<file path="src/rtl/fetch_unit.sv">
// Instruction fetch stage: PC register, req/ready fetch from instruction memory, instruction latch and field decode.
// Optional fetch watchdog (sticky fetch_err_o) enabled by defining FETCH_TIMEOUT_EN.
module fetch_unit #(
    parameter int unsigned       ADDR_W         = 32,
    parameter logic [ADDR_W-1:0] RESET_PC       = 32'h0000_0000,
    parameter int unsigned       TIMEOUT_CYCLES = 16
) (
    input  logic              clk_i,
    input  logic              reset_ni,
    output logic              imem_req_o,
    output logic [ADDR_W-1:0] imem_addr_o,
    input  logic              imem_ready_i,
    input  logic [31:0]       imem_rdata_i,
    input  logic              stall_i,
    input  logic              pc_src_i,
    input  logic [ADDR_W-1:0] branch_target_i,
    output logic              instr_valid_o,
    output logic [31:0]       instr_o,
    output logic [ADDR_W-1:0] pc_o,
    output logic [ADDR_W-1:0] pc_plus8_o,
    output logic [3:0]        cond_o,
    output logic [1:0]        op_o,
    output logic [5:0]        funct_o,
    output logic [3:0]        rd_o,
    output logic              fetch_err_o
);

    localparam logic [0:0] S_FETCH = 1'b0;
    localparam logic [0:0] S_VALID = 1'b1;

    logic [0:0]        state_q, state_d;
    logic [ADDR_W-1:0] pc_q, pc_d;
    logic [31:0]       instr_q, instr_d;

    // Next-state: capture on handshake, redirect or step the PC on consume
    always_comb begin
        state_d = state_q;
        pc_d    = pc_q;
        instr_d = instr_q;
        case (state_q)
            S_FETCH: begin
                if (imem_ready_i) begin
                    instr_d = imem_rdata_i;
                    state_d = S_VALID;
                end else begin
                    state_d = S_FETCH;
                end
            end
            S_VALID: begin
                if (!stall_i) begin
                    pc_d    = pc_src_i ? {branch_target_i[ADDR_W-1:2], 2'b00}
                                       : pc_q + ADDR_W'(32'd4);
                    state_d = S_FETCH;
                end else begin
                    state_d = S_VALID;
                end
            end
            default: state_d = S_FETCH;
        endcase
    end

    // State, PC and instruction registers
    always_ff @(posedge clk_i or negedge reset_ni) begin
        if (!reset_ni) begin
            state_q <= S_FETCH;
            pc_q    <= RESET_PC;
            instr_q <= 32'h0000_0000;
        end else begin
            state_q <= state_d;
            pc_q    <= pc_d;
            instr_q <= instr_d;
        end
    end

    // Request is gated by reset so an in-flight fetch is dropped the moment reset asserts
    assign imem_req_o    = reset_ni & (state_q == S_FETCH);
    assign imem_addr_o   = pc_q;
    assign instr_valid_o = (state_q == S_VALID);
    assign instr_o       = instr_q;
    assign pc_o          = pc_q;
    assign pc_plus8_o    = pc_q + ADDR_W'(32'd8);
    assign cond_o        = instr_q[31:28];
    assign op_o          = instr_q[27:26];
    assign funct_o       = instr_q[25:20];
    assign rd_o          = instr_q[15:12];

`ifdef FETCH_TIMEOUT_EN
    localparam int unsigned    WD_W   = $clog2(TIMEOUT_CYCLES + 1);
    localparam logic [WD_W-1:0] WD_MAX = WD_W'(TIMEOUT_CYCLES);

    logic [WD_W-1:0] wd_cnt_q, wd_cnt_d;
    logic            fetch_err_q, fetch_err_d;
    logic            unused_s;

    // Watchdog: count unanswered fetch cycles, saturate, flag sticky error at the limit
    always_comb begin
        wd_cnt_d = wd_cnt_q;
        if (state_q == S_FETCH) begin
            if (imem_ready_i) begin
                wd_cnt_d = {WD_W{1'b0}};
            end else if (wd_cnt_q != WD_MAX) begin
                wd_cnt_d = wd_cnt_q + WD_W'(1'b1);
            end else begin
                wd_cnt_d = wd_cnt_q;
            end
        end else begin
            wd_cnt_d = wd_cnt_q;
        end
        fetch_err_d = fetch_err_q | (wd_cnt_d == WD_MAX);
    end

    // Watchdog registers
    always_ff @(posedge clk_i or negedge reset_ni) begin
        if (!reset_ni) begin
            wd_cnt_q    <= {WD_W{1'b0}};
            fetch_err_q <= 1'b0;
        end else begin
            wd_cnt_q    <= wd_cnt_d;
            fetch_err_q <= fetch_err_d;
        end
    end

    assign fetch_err_o = fetch_err_q;
    assign unused_s    = ^branch_target_i[1:0];
`else
    logic unused_s;

    assign fetch_err_o = 1'b0;
    assign unused_s    = ^{branch_target_i[1:0], 1'(TIMEOUT_CYCLES)};
`endif

endmodule

</file>
<file path="config.mk">
export PLATFORM = sky130hd
export DESIGN_NAME = fetch_unit
export DESIGN_NICKNAME = d
export VERILOG_FILES = /design/src/rtl/fetch_unit.sv
export SDC_FILE = /design/constraint.sdc
export NUM_CORES = 1
export LEC_CHECK = 0
export CORE_UTILIZATION = 44
export CTS_CLUSTER_DIAMETER = 40
export DETAILED_ROUTE_END_ITERATION = 10
export GPL_TIMING_DRIVEN = 0
export HOLD_SLACK_MARGIN = 0.02
export PLACE_DENSITY = 0.86
export SETUP_SLACK_MARGIN = 0.3
export SLEW_MARGIN = 20
export SYNTH_ARGS = -nofsm -noshare
export SYNTH_HDL_FRONTEND = slang
export SYNTH_SLANG_ARGS = --single-unit
</file>
<file path="constraint.sdc">
create_clock -name clk_i -period 2.8 [get_ports clk_i]
set_clock_uncertainty 0.05 [all_clocks]
set_input_delay 0.42 -clock clk_i [delete_from_list [all_inputs] [get_ports clk_i]]
set_output_delay 0.42 -clock clk_i [all_outputs]
set_load 0.02 [all_outputs]
</file>
==> run metrics, run 1 <==
Synth area leader dfrtp_1; Initial Util 45.65%; Power Density around 760 nW/µm²; Pint 0.003221 W; layout cells sized above 1 a little under a third; max_slew headroom 48.88%; largest net degree at the start of global routing 57; fin area around 7300 µm²; Distinct cells, synth 56; DRT Pass-1 Iters 7; CTS max path bufs 2; r2r setup slk around 0.44 ns; Clk network pwr share approximately 15%; WHS slightly below 0.007 ns; Clock Latency Late Sink around 0.35 ns; nets@finish 805; TritonCTS clock tree done; worst reg2reg path depth 5; Worst-path clk slew 0.09 ns; unrepaired setup endpoints after global routing true; Post-DRT Antenna Nets 0; Layout Area Growth over Synthesis 71.76%; setup TNS after final layout 0 ns; Max Cap Violations 0; Async SR Flop Fraction 100.0%; CP Data Required Time 2.33 ns; syn avg cell area 9.236 µm²; critical path peak fanout 10; I/O Buffers approximately 210; Syn Std Cell Area 4258 µm²; GPL Wtd Cong 0.8929; critical path class reg2out; critical path's largest stage delay 0.47 ns; Fmax 0.3745 GHz; Least-Margin Pin Slew 0.7668 ns; #FFs+latches synth 63; wire per inst 20.12 µm; Switching Share 42.07%; crit-path cells clkbuf_4 > nand4_1 > nor2_4 > nand3_1 > xnor2_1 > buf_4; WL final 17450 µm; die area 10070 µm²; core area 9328 µm²; Setup Viol. Count Final 0; via count 5091; number of placement rows 35; Post-synth top flop dfrtp_1; Post-DP HPWL 11240 µm; Max IR drop VDD 0.0003975 V; DR iter-0 viols between 700 and 800; Die H 100.4 µm; DR DRC count 0; Warnings, synthesis 0; top-area cell type share of the netlist area 37.03%; total power 0.005560 W; outcome complete, no violations; Worst path top cell family by delay simple AND/OR/NAND/NOR gates; initial antenna violation count 0; number of buffers created by CTS 9; Worst Hold Class in2async; Antenna Cells 0; register area share after synthesis a little under two fifths; fin crit period between 2 and 3 ns; CP arrival between 2 and 2.5 ns; GRT Overall Usage 32.03%; CP bufs+invs 2; Root Buffer clkbuf_8; Hold Vio Cnt, Final 0; clock sink total 63; Area contributors post-synth dfrtp_1, buf_4, mux2_2; EDFF count, synth 0; first-pass GRT wire length roughly 25000 µm; vias per std cell 5.872; Die X 100.4 µm; fin. max-slew vios 0; FILL cells 609; htree depth 3; vias in the first global route 4794; grt total ovfl 0; RR Endpoint imem_addr_o[18]; part of the power in registers 24.8%; Startpoint Class flip-flop; Synth Instances 461; Slowest-stage cell, CP dfrtp_1; critical path capture point type output port; Switch Pwr 0.002339 W; IO Pins 216; Leakage about 3.1 nW; placed cell area 6529 µm²; Final period util 95.37%; FF-to-FF Start imem_addr_o[2]; Comb pwr share around 60%
cell usage in the layout (no fill, tap or decap), drive strengths merged, types with 4 or more instances in the layout:
master and n:
nand3 19, o2bb2ai 4, nand4 26, dlygate4sd2 5
nor4 13, nand2 30, clkbuf 28, nor2 24
a21oi 17, clkdlybuf4s50 181, mux2 32, a211oi 6
a311oi 5, a31oi 4, conb 7, buf 139
nor3 17, and3 7, inv 10, xor2 8
dfrtp 63, xnor2 19, o21ai 18, and4 4
synth_stat cells (12+ instances only):
library cell and count:
dfrtp_1 63, buf_4 55, mux2_2 32, nand2_1 30, nor2_1 24, nand4_1 23, clkbuf_1 19, xnor2_1 19
nand3_1 18, o21ai_0 18, a21oi_1 17, nor3_1 15, buf_2 12
final cells by class:
class	instances	area [µm²]	area share, %
timing repair buffer	255	2377	32.51
sequential	63	1583	21.64
clock buffer	10	137.6	1.882
inverter	10	37.54	0.5133
buffer	91	676.9	9.256
multi-input combinational	303	2270	31.04
clock inverter	6	70.07	0.9581
tap	129	161.4	2.207
power by group through the flow:
stage	logic [W]	clock network (W)	registers, W
2_1_floorplan	0.00135	0	0.00160
3_3_place_gp	0.00289	0	0.00137
3_5_place_dp	0.00294	0	0.00139
4_1_cts	0.00306	0.000839	0.00137
5_1_grt	0.00347	0.000890	0.00140
6_report	0.00333	0.000853	0.00138
worst max path at each step:
| stage | start | to | slack [ns] | cells past startpoint |
|---|---|---|---|---|
| floorplan | imem_addr_o[4] | pc_plus8_o[27] | 0.35 | 5 |
| global placement | reset_ni | imem_req_o | -1.61 | 3 |
| detailed placement | imem_addr_o[3] | pc_plus8_o[27] | -0.37 | 6 |
| CTS | imem_addr_o[3] | pc_plus8_o[27] | 0.22 | 7 |
| global route | imem_addr_o[15] | pc_plus8_o[27] | 0.15 | 6 |
| finish | imem_addr_o[15] | pc_plus8_o[27] | 0.13 | 6 |
metrics by stage:
stage | utilization, % | cells | setup WS [ns]
floorplan | - | 467 | 0.3517
global placement | 69.73 | 802 | -1.613
detailed placement | 69.99 | 803 | -0.3681
CTS | 75.12 | 838 | 0.2158
global route | 78.40 | 867 | 0.1456
finish | 78.40 | 867 | 0.1297
routing by layer:
metal  up-vias  track usage, %  part of all wire (%)
met4         0           15.83                   5.6
met2       439           53.53                    48
met5         -               0                     0
met3       140           6.825                    11
met1      2366           39.21                    35
li1       2146               -                     -
cells by family after synthesis:
group                      after synthesis  synth area share, %
AOI/OAI and AO/OA                       77                12.31
xor gates and xnor gates                27                5.554
adders and majority gates                3               0.8817
buffers and inverters                  101                14.19
DFF                                     63                37.03
muxes                                   34                8.933
other                                    1              0.08807
and+or+nand+nor                        155                21.01
state kept, by name, indices dropped and copies added, names as in the netlist:
register	count
imem_addr_o	30
instr_o	32
instr_valid_o	1
timing repair:
action	in CTS	in global routing
endpoints found under the hold margin	8	0
pin swaps	5	16
resized for setup	118	60
hold buffers	1	0
buffers inserted	18	29
setup endpoints to repair	26	22
Note: power is estimated with default switching activity, not from simulation.
==> run 2, diff against run 1 <==
HOLD_SLACK_MARGIN = not set   (was 0.02)
==> results of run 2 <==
Final layout, timing and power as in run 1 (identical DEF).
